`config.mk`:
```
export PLATFORM = sky130hd
export DESIGN_NAME = raycast_wall_finder
export DESIGN_NICKNAME = d
export VERILOG_FILES = /design/src/rtl/raycast_wall_finder.sv
export SDC_FILE = /design/constraint.sdc
export NUM_CORES = 1
export LEC_CHECK = 0
export ABC_AREA = 1
export CELL_PAD_IN_SITES_DETAIL_PLACEMENT = 1
export CELL_PAD_IN_SITES_GLOBAL_PLACEMENT = 2
export CORE_MARGIN = 3
export CORE_UTILIZATION = 40
export CTS_BUF_LIST = sky130_fd_sc_hd__clkbuf_4 sky130_fd_sc_hd__clkbuf_8
export CTS_CLUSTER_SIZE = 14
export DETAILED_ROUTE_END_ITERATION = 10
export GPL_TIMING_DRIVEN = 0
export PLACE_DENSITY = 0.95
export SLEW_MARGIN = 20
export SYNTH_ARGS = -nofsm -noshare
export SYNTH_HDL_FRONTEND = slang
export SYNTH_SLANG_ARGS = --single-unit
```
`constraint.sdc`:
```
create_clock -name clock -period 14.2 [get_ports clock]
set_clock_uncertainty 0.2 [all_clocks]
set_input_delay 1.42 -clock clock [delete_from_list [all_inputs] [get_ports clock]]
set_output_delay 1.42 -clock clock [all_outputs]
set_load 0.005 [all_outputs]
```
`src/rtl/raycast_wall_finder.sv`:
```
// raycast_wall_finder: walks a ray's horizontal and vertical grid-line intersections
// against an external tile map and reports the nearest wall hit with its Manhattan distance.
module raycast_wall_finder #(
   parameter int COORD_W    = 12,
   parameter int FRAC_W     = 8,
   parameter int CELL_LOG2  = 6,
   parameter int MAP_W_LOG2 = 4,
   parameter int MAP_H_LOG2 = 4,
   parameter int MAX_STEPS  = 32
) (
   input  logic                             clock,
   input  logic                             resetn,
   input  logic                             start,
   input  logic [1:0]                       mode,
   input  logic [COORD_W-1:0]               player_x,
   input  logic [COORD_W-1:0]               player_y,
   input  logic                             ray_up,
   input  logic                             ray_left,
   input  logic signed [COORD_W+FRAC_W-1:0] h_step_x,
   input  logic signed [COORD_W+FRAC_W-1:0] v_step_y,
   output logic                             map_req,
   output logic [MAP_W_LOG2-1:0]            map_col,
   output logic [MAP_H_LOG2-1:0]            map_row,
   input  logic                             map_ack,
   input  logic                             map_wall,
   output logic                             busy,
   output logic                             done,
   output logic                             wall_found,
   output logic                             hit_vert,
   output logic [COORD_W-1:0]               wall_x,
   output logic [COORD_W-1:0]               wall_y,
   output logic [COORD_W:0]                 hit_dist
);
   localparam int SW = COORD_W + FRAC_W;
   localparam int PW = SW + 2;
   localparam int IW = PW - FRAC_W;
   localparam int MW = PW + CELL_LOG2;
   localparam int CW = $clog2(MAX_STEPS + 1);
   localparam int CELL = 1 << CELL_LOG2;
   localparam logic [PW-1:0] ONE_F = PW'(1) << FRAC_W;
   localparam logic [PW-1:0] CELL_F = PW'(CELL) << FRAC_W;
   localparam logic [CELL_LOG2:0] CELL_C = (CELL_LOG2+1)'(CELL);

   typedef enum logic [3:0] {IDLE, H_INIT, H_STEP, H_REQ, V_INIT, V_STEP, V_REQ, SELECT, DONE} state_t;

   state_t state_q, state_d;
   logic [1:0] mode_q, mode_d;
   logic [COORD_W-1:0] px_q, px_d, py_q, py_d;
   logic up_q, up_d, left_q, left_d;
   logic signed [SW-1:0] hs_q, hs_d, vs_q, vs_d;
   logic [PW-1:0] x_q, x_d, y_q, y_d;
   logic [CW-1:0] cnt_q, cnt_d;
   logic hf_q, hf_d, vf_q, vf_d;
   logic [COORD_W-1:0] hx_q, hx_d, hy_q, hy_d, vx_q, vx_d, vy_q, vy_d;
   logic done_q, done_d, found_q, found_d, vert_q, vert_d;
   logic [COORD_W-1:0] wx_q, wx_d, wy_q, wy_d;
   logic [COORD_W:0] dist_q, dist_d;

   logic [IW-1:0] xi, yi;
   logic [CELL_LOG2:0] dy_abs, dx_abs, d_abs;
   logic signed [MW-1:0] d_ext, s_ext, prod;
   logic signed [PW-1:0] off, hs_ext, vs_ext;
   logic [PW-1:0] px_f, py_f, bx_f, by_f;
   logic oob, lim, sel, pick_v, use_h;
   logic [COORD_W:0] h_dist, v_dist;

   function automatic logic [COORD_W-1:0] absd(input logic [COORD_W-1:0] a, input logic [COORD_W-1:0] b);
      return (a > b) ? a - b : b - a;
   endfunction

   assign xi = x_q[PW-1:FRAC_W];
   assign yi = y_q[PW-1:FRAC_W];
   // Distance from the player to the first grid line is (pos mod CELL)+1 going up/left, CELL-(pos mod CELL) otherwise.
   assign dy_abs = up_q ? {1'b0, py_q[CELL_LOG2-1:0]} + (CELL_LOG2+1)'(1) : CELL_C - {1'b0, py_q[CELL_LOG2-1:0]};
   assign dx_abs = left_q ? {1'b0, px_q[CELL_LOG2-1:0]} + (CELL_LOG2+1)'(1) : CELL_C - {1'b0, px_q[CELL_LOG2-1:0]};
   assign d_abs = (state_q == V_INIT) ? dx_abs : dy_abs;
   assign d_ext = {{(MW-CELL_LOG2-1){1'b0}}, d_abs};
   assign s_ext = (state_q == V_INIT) ? MW'(vs_q) : MW'(hs_q);
   assign prod = d_ext * s_ext;
   assign off = PW'(prod >>> CELL_LOG2);
   assign hs_ext = PW'(hs_q);
   assign vs_ext = PW'(vs_q);
   assign px_f = {2'b00, px_q, {FRAC_W{1'b0}}};
   assign py_f = {2'b00, py_q, {FRAC_W{1'b0}}};
   assign bx_f = {2'b00, px_q[COORD_W-1:CELL_LOG2], {(CELL_LOG2+FRAC_W){1'b0}}};
   assign by_f = {2'b00, py_q[COORD_W-1:CELL_LOG2], {(CELL_LOG2+FRAC_W){1'b0}}};
   // Sign bit and any bit above the map extent both mean the point left the map.
   assign oob = ((xi >> (MAP_W_LOG2 + CELL_LOG2)) != '0) || ((yi >> (MAP_H_LOG2 + CELL_LOG2)) != '0);
   assign lim = cnt_q == CW'(MAX_STEPS);
   assign h_dist = (COORD_W+1)'(absd(hx_q, px_q)) + (COORD_W+1)'(absd(hy_q, py_q));
   assign v_dist = (COORD_W+1)'(absd(vx_q, px_q)) + (COORD_W+1)'(absd(vy_q, py_q));
   assign sel = state_q == SELECT;
   assign pick_v = sel && vf_q && (!hf_q || (v_dist < h_dist));
   assign use_h = sel && hf_q && !pick_v;

   always_comb begin
      state_d = state_q;
      mode_d = mode_q;
      px_d = px_q;
      py_d = py_q;
      up_d = up_q;
      left_d = left_q;
      hs_d = hs_q;
      vs_d = vs_q;
      x_d = x_q;
      y_d = y_q;
      cnt_d = cnt_q;
      hf_d = hf_q;
      hx_d = hx_q;
      hy_d = hy_q;
      vf_d = vf_q;
      vx_d = vx_q;
      vy_d = vy_q;
      found_d = found_q;
      vert_d = vert_q;
      wx_d = wx_q;
      wy_d = wy_q;
      dist_d = dist_q;
      done_d = state_q == DONE;
      case (state_q)
         IDLE: if (start) begin
            mode_d = mode;
            px_d = player_x;
            py_d = player_y;
            up_d = ray_up;
            left_d = ray_left;
            hs_d = h_step_x;
            vs_d = v_step_y;
            hf_d = 1'b0;
            vf_d = 1'b0;
            state_d = mode[0] ? H_INIT : mode[1] ? V_INIT : DONE;
         end
         H_INIT: begin
            x_d = px_f + off;
            y_d = up_q ? by_f - ONE_F : by_f + CELL_F;
            cnt_d = '0;
            state_d = H_STEP;
         end
         V_INIT: begin
            x_d = left_q ? bx_f - ONE_F : bx_f + CELL_F;
            y_d = py_f + off;
            cnt_d = '0;
            state_d = V_STEP;
         end
         H_STEP: if (oob || lim) state_d = mode_q[1] ? V_INIT : SELECT;
         else begin
            cnt_d = cnt_q + CW'(1);
            state_d = H_REQ;
         end
         V_STEP: if (oob || lim) state_d = SELECT;
         else begin
            cnt_d = cnt_q + CW'(1);
            state_d = V_REQ;
         end
         H_REQ: if (map_ack) begin
            if (map_wall) begin
               hf_d = 1'b1;
               hx_d = xi[COORD_W-1:0];
               hy_d = yi[COORD_W-1:0];
               state_d = mode_q[1] ? V_INIT : SELECT;
            end else begin
               x_d = x_q + hs_ext;
               y_d = up_q ? y_q - CELL_F : y_q + CELL_F;
               state_d = H_STEP;
            end
         end
         V_REQ: if (map_ack) begin
            if (map_wall) begin
               vf_d = 1'b1;
               vx_d = xi[COORD_W-1:0];
               vy_d = yi[COORD_W-1:0];
               state_d = SELECT;
            end else begin
               x_d = left_q ? x_q - CELL_F : x_q + CELL_F;
               y_d = y_q + vs_ext;
               state_d = V_STEP;
            end
         end
         SELECT: state_d = DONE;
         default: state_d = IDLE;
      endcase
      // Results only change on the way into DONE; arriving straight from IDLE reports no hit.
      if (state_d == DONE && state_q != DONE) begin
         found_d = sel && (hf_q || vf_q);
         vert_d = pick_v;
         wx_d = pick_v ? vx_q : use_h ? hx_q : '0;
         wy_d = pick_v ? vy_q : use_h ? hy_q : '0;
         dist_d = pick_v ? v_dist : use_h ? h_dist : '0;
      end
   end

   always_ff @(posedge clock or negedge resetn) begin
      if (!resetn) begin
         state_q <= IDLE;
         mode_q <= '0;
         px_q <= '0;
         py_q <= '0;
         up_q <= 1'b0;
         left_q <= 1'b0;
         hs_q <= '0;
         vs_q <= '0;
         x_q <= '0;
         y_q <= '0;
         cnt_q <= '0;
         hf_q <= 1'b0;
         hx_q <= '0;
         hy_q <= '0;
         vf_q <= 1'b0;
         vx_q <= '0;
         vy_q <= '0;
         done_q <= 1'b0;
         found_q <= 1'b0;
         vert_q <= 1'b0;
         wx_q <= '0;
         wy_q <= '0;
         dist_q <= '0;
      end else begin
         state_q <= state_d;
         mode_q <= mode_d;
         px_q <= px_d;
         py_q <= py_d;
         up_q <= up_d;
         left_q <= left_d;
         hs_q <= hs_d;
         vs_q <= vs_d;
         x_q <= x_d;
         y_q <= y_d;
         cnt_q <= cnt_d;
         hf_q <= hf_d;
         hx_q <= hx_d;
         hy_q <= hy_d;
         vf_q <= vf_d;
         vx_q <= vx_d;
         vy_q <= vy_d;
         done_q <= done_d;
         found_q <= found_d;
         vert_q <= vert_d;
         wx_q <= wx_d;
         wy_q <= wy_d;
         dist_q <= dist_d;
      end
   end

   assign busy = state_q != IDLE;
   assign done = done_q;
   assign map_req = (state_q == H_REQ) || (state_q == V_REQ);
   assign map_col = map_req ? xi[CELL_LOG2 +: MAP_W_LOG2] : '0;
   assign map_row = map_req ? yi[CELL_LOG2 +: MAP_H_LOG2] : '0;
   assign wall_found = found_q;
   assign hit_vert = vert_q;
   assign wall_x = wx_q;
   assign wall_y = wy_q;
   assign hit_dist = dist_q;
endmodule

```
==> impl_metrics.json <==
{
  "outcome": "complete, no violations",
  "path_clk_slew_ps": 60,
  "yosysTopAreaCell": "dfrtp_1",
  "async_reset_ff_share_pct": 100,
  "finalWirelength_um": 102000,
  "worstReg2RegStart": "state_q[3]$_DFF_PN0_",
  "dpl_cell_area_um2": 26000,
  "crit_slowest_cell": "clkbuf_1",
  "crit_top_cell": "nand2_1",
  "worstHoldEndpoint": "wall_found$_DFFE_PN0P_",
  "slew_violations": 0,
  "h-tree-depth": 2,
  "postCtsSetupRepairBufs": 0,
  "fin_crit_ps": 9990,
  "place_ws_ps": 4440,
  "cts-hold-fix-buffers": 0,
  "worstMarginPinSlew_ps": 1110,
  "dpl.hpwl_um": 85200,
  "synth.most_common_cell": "nand2_1",
  "drive_gt1_share_pct": 4.56,
  "synth_seq_cells": 211,
  "mappedNetlistArea_um2": 23700,
  "clk_latency_ps": 640,
  "max_stage_delay_ps": 670,
  "synthTopCellsByCount": "nand2_1, inv_1, o21ai_0",
  "place.gp.congestion": 0.973,
  "worst-setup-path-type": "reg2reg",
  "setup_viol": 0,
  "drv_cap": 0,
  "critPathArrivalTime_ps": 10330,
  "nets": 3960,
  "grt_pass1_vias": 25700,
  "final_util_pct": 46.4,
  "fmax_mhz": 100,
  "yosysWarnings": 0,
  "core_um2": 58200,
  "syn-num-nets": 3790,
  "grt_max_degree": 96,
  "ff2ff_setup_slack_ps": 4210,
  "io_pins": 123,
  "grt_use_total_pct": 32.2,
  "die_h_um": 250,
  "timing.final.crit_share_pct": 70.4,
  "final_area_um2": 27000,
  "synth_top_area_share_pct": 22.2,
  "crit_path_end_kind": "flip-flop",
  "start_kind": "flip-flop",
  "hold_viol_final": 0,
  "drt_iter0_markers": 1429,
  "tns_ps": 0,
  "ctsRootBufferMaster": "clkbuf_8",
  "synth_edf_count": 0,
  "start_util_pct": 40.8,
  "route.detailed.drc": 0,
  "crit_required_ps": 14530,
  "setup_slack_ps": 4210,
  "io_buffers": 122,
  "hold_depth": 2,
  "synth_sequential_area_ratio_pct": 22.2,
  "num_rows": 88,
  "r2r_end": "y_q[15]$_DFFE_PN0P_",
  "cts_buffer_depth": 3,
  "antenna_left": 0,
  "synth_area_leaders": "dfrtp_1, ha_1, nand2_1, fa_1, inv_1",
  "die_x_um": 250,
  "grt_pass1_wl_um": 154000,
  "crit_fanout": 10,
  "cts_resized": 0,
  "hold_path_class": "reg2reg",
  "rsz0062_at_grt": "false",
  "overflow": 0,
  "cts_sinks": 211,
  "avgSynthCellArea_um2": 7.14,
  "vias": 23900,
  "syn_inst": 3326,
  "numCtsBuffers": 44,
  "antenna_found_initial": 2,
  "syn_to_final_growth_pct": 13.8,
  "min-delay-start": "wall_found$_DFFE_PN0P_",
  "n_fill_cell": 7445,
  "worst_slew_margin_rel_pct": 25.0,
  "reg2reg_depth": 37,
  "vias_per_cell": 5.57,
  "wire_per_inst_um": 23.7,
  "synth_cell_type_count": 57,
  "ys.flop_type": "dfrtp_1",
  "first_pass_iters": 5,
  "die-area_um2": 62300,
  "tritoncts": "done"
}
-- kinds of logic (layout without fill, tap and decap cells) --
logic type	count (synthesis)	in the layout	synth area share [%]
muxes	4	4	0.179
other	0	1	0
xor gates and xnor gates	101	101	3.72
buffers and inverters	656	859	10.6
adders and majority gates	391	391	24.4
DFF	211	211	22.2
AOI/OAI and AO/OA	741	741	17.9
and+or+nand+nor	1222	1222	21.0
-- through the flow --
stage	hold slack, ps	cells
2_1_floorplan	253	3326
5_1_grt	302	4295
3_3_place_gp	257	4213
4_1_cts	277	4294
6_report	273	4295
3_5_place_dp	263	4215
-- state kept, by name, summed over array words and instances (netlist names), 13 cells and up --
| signal | flops |
|---|---|
| x_q | 22 |
| y_q | 22 |
| hs_q | 20 |
| vs_q | 20 |
| hit_dist | 13 |
-- cell type report --
| cell class | instances | area (um2) | area share [%] |
|---|---|---|---|
| plain buffers | 79 | 342 | 1.26 |
| multi-input cells | 2459 | 16000 | 59.1 |
| well taps | 765 | 957 | 3.54 |
| clock buffers | 59 | 768 | 2.84 |
| repair buffers | 124 | 1280 | 4.74 |
| clock inverters | 20 | 268 | 0.991 |
| diodes | 1 | 2.50 | 0.00926 |
| inverters | 577 | 2170 | 8.01 |
| flip-flops and latches | 211 | 5280 | 19.5 |
-- routing by layer --
| metal | wire, um | share of wire (%) | vias up | GRT usage [%] |
|---|---|---|---|---|
| met5 | 13 | 0.013 | - | 0 |
| met4 | 5510 | 5.4 | 2 | 15.3 |
| met3 | 5140 | 5.1 | 214 | 3.74 |
| met2 | 49000 | 48 | 682 | 56.2 |
| met1 | 42100 | 41 | 11800 | 39.5 |
| li1 | - | - | 11200 | - |
-- worst max-delay path, delay by kind of cell, from the launching register on --
family | cells | cell delay [ps]
XOR/XNOR | 1 | 560
AO/OA/AOI/OAI | 11 | 2760
buffers and inverters | 7 | 1520
adder cells (fa/ha/maj) | 6 | 2550
AND/OR/NAND/NOR | 12 | 1820
flip-flops | 1 | 450
-- cell usage in the layout, fill, tap and decap left out, drive strengths merged, types with 25 or more instances in the layout --
| cell type | count |
|---|---|
| xnor2 | 38 |
| nand2 | 738 |
| clkbuf | 112 |
| o21ai | 291 |
| nand4 | 25 |
| dfrtp | 211 |
| o221ai | 40 |
| a21oi | 272 |
| or2 | 26 |
| buf | 29 |
| nand3 | 103 |
| clkdlybuf4s50 | 121 |
| inv | 578 |
| fa | 121 |
| ha | 270 |
| nor3 | 35 |
| nor2 | 279 |
| xor2 | 63 |
-- worst max-delay path by stage --
stage                         startpoint                    to  slack (ps)  depth (start not counted)
floorplan            py_q[1]$_DFFE_PN0P_   x_q[18]$_DFFE_PN0P_        7090                         37
global placement                  resetn  cnt_q[4]$_DFFE_PN0P_        1980                          1
detailed placement  state_q[3]$_DFF_PN0_   y_q[15]$_DFFE_PN0P_        4440                         37
CTS                 state_q[3]$_DFF_PN0_   y_q[15]$_DFFE_PN0P_        4410                         37
global route        state_q[3]$_DFF_PN0_   y_q[15]$_DFFE_PN0P_        3890                         37
finish              state_q[3]$_DFF_PN0_   y_q[15]$_DFFE_PN0P_        4210                         37
Power is not shown: default switching activity piles up to over one toggle a cycle in this logic, so the estimate is an artifact.
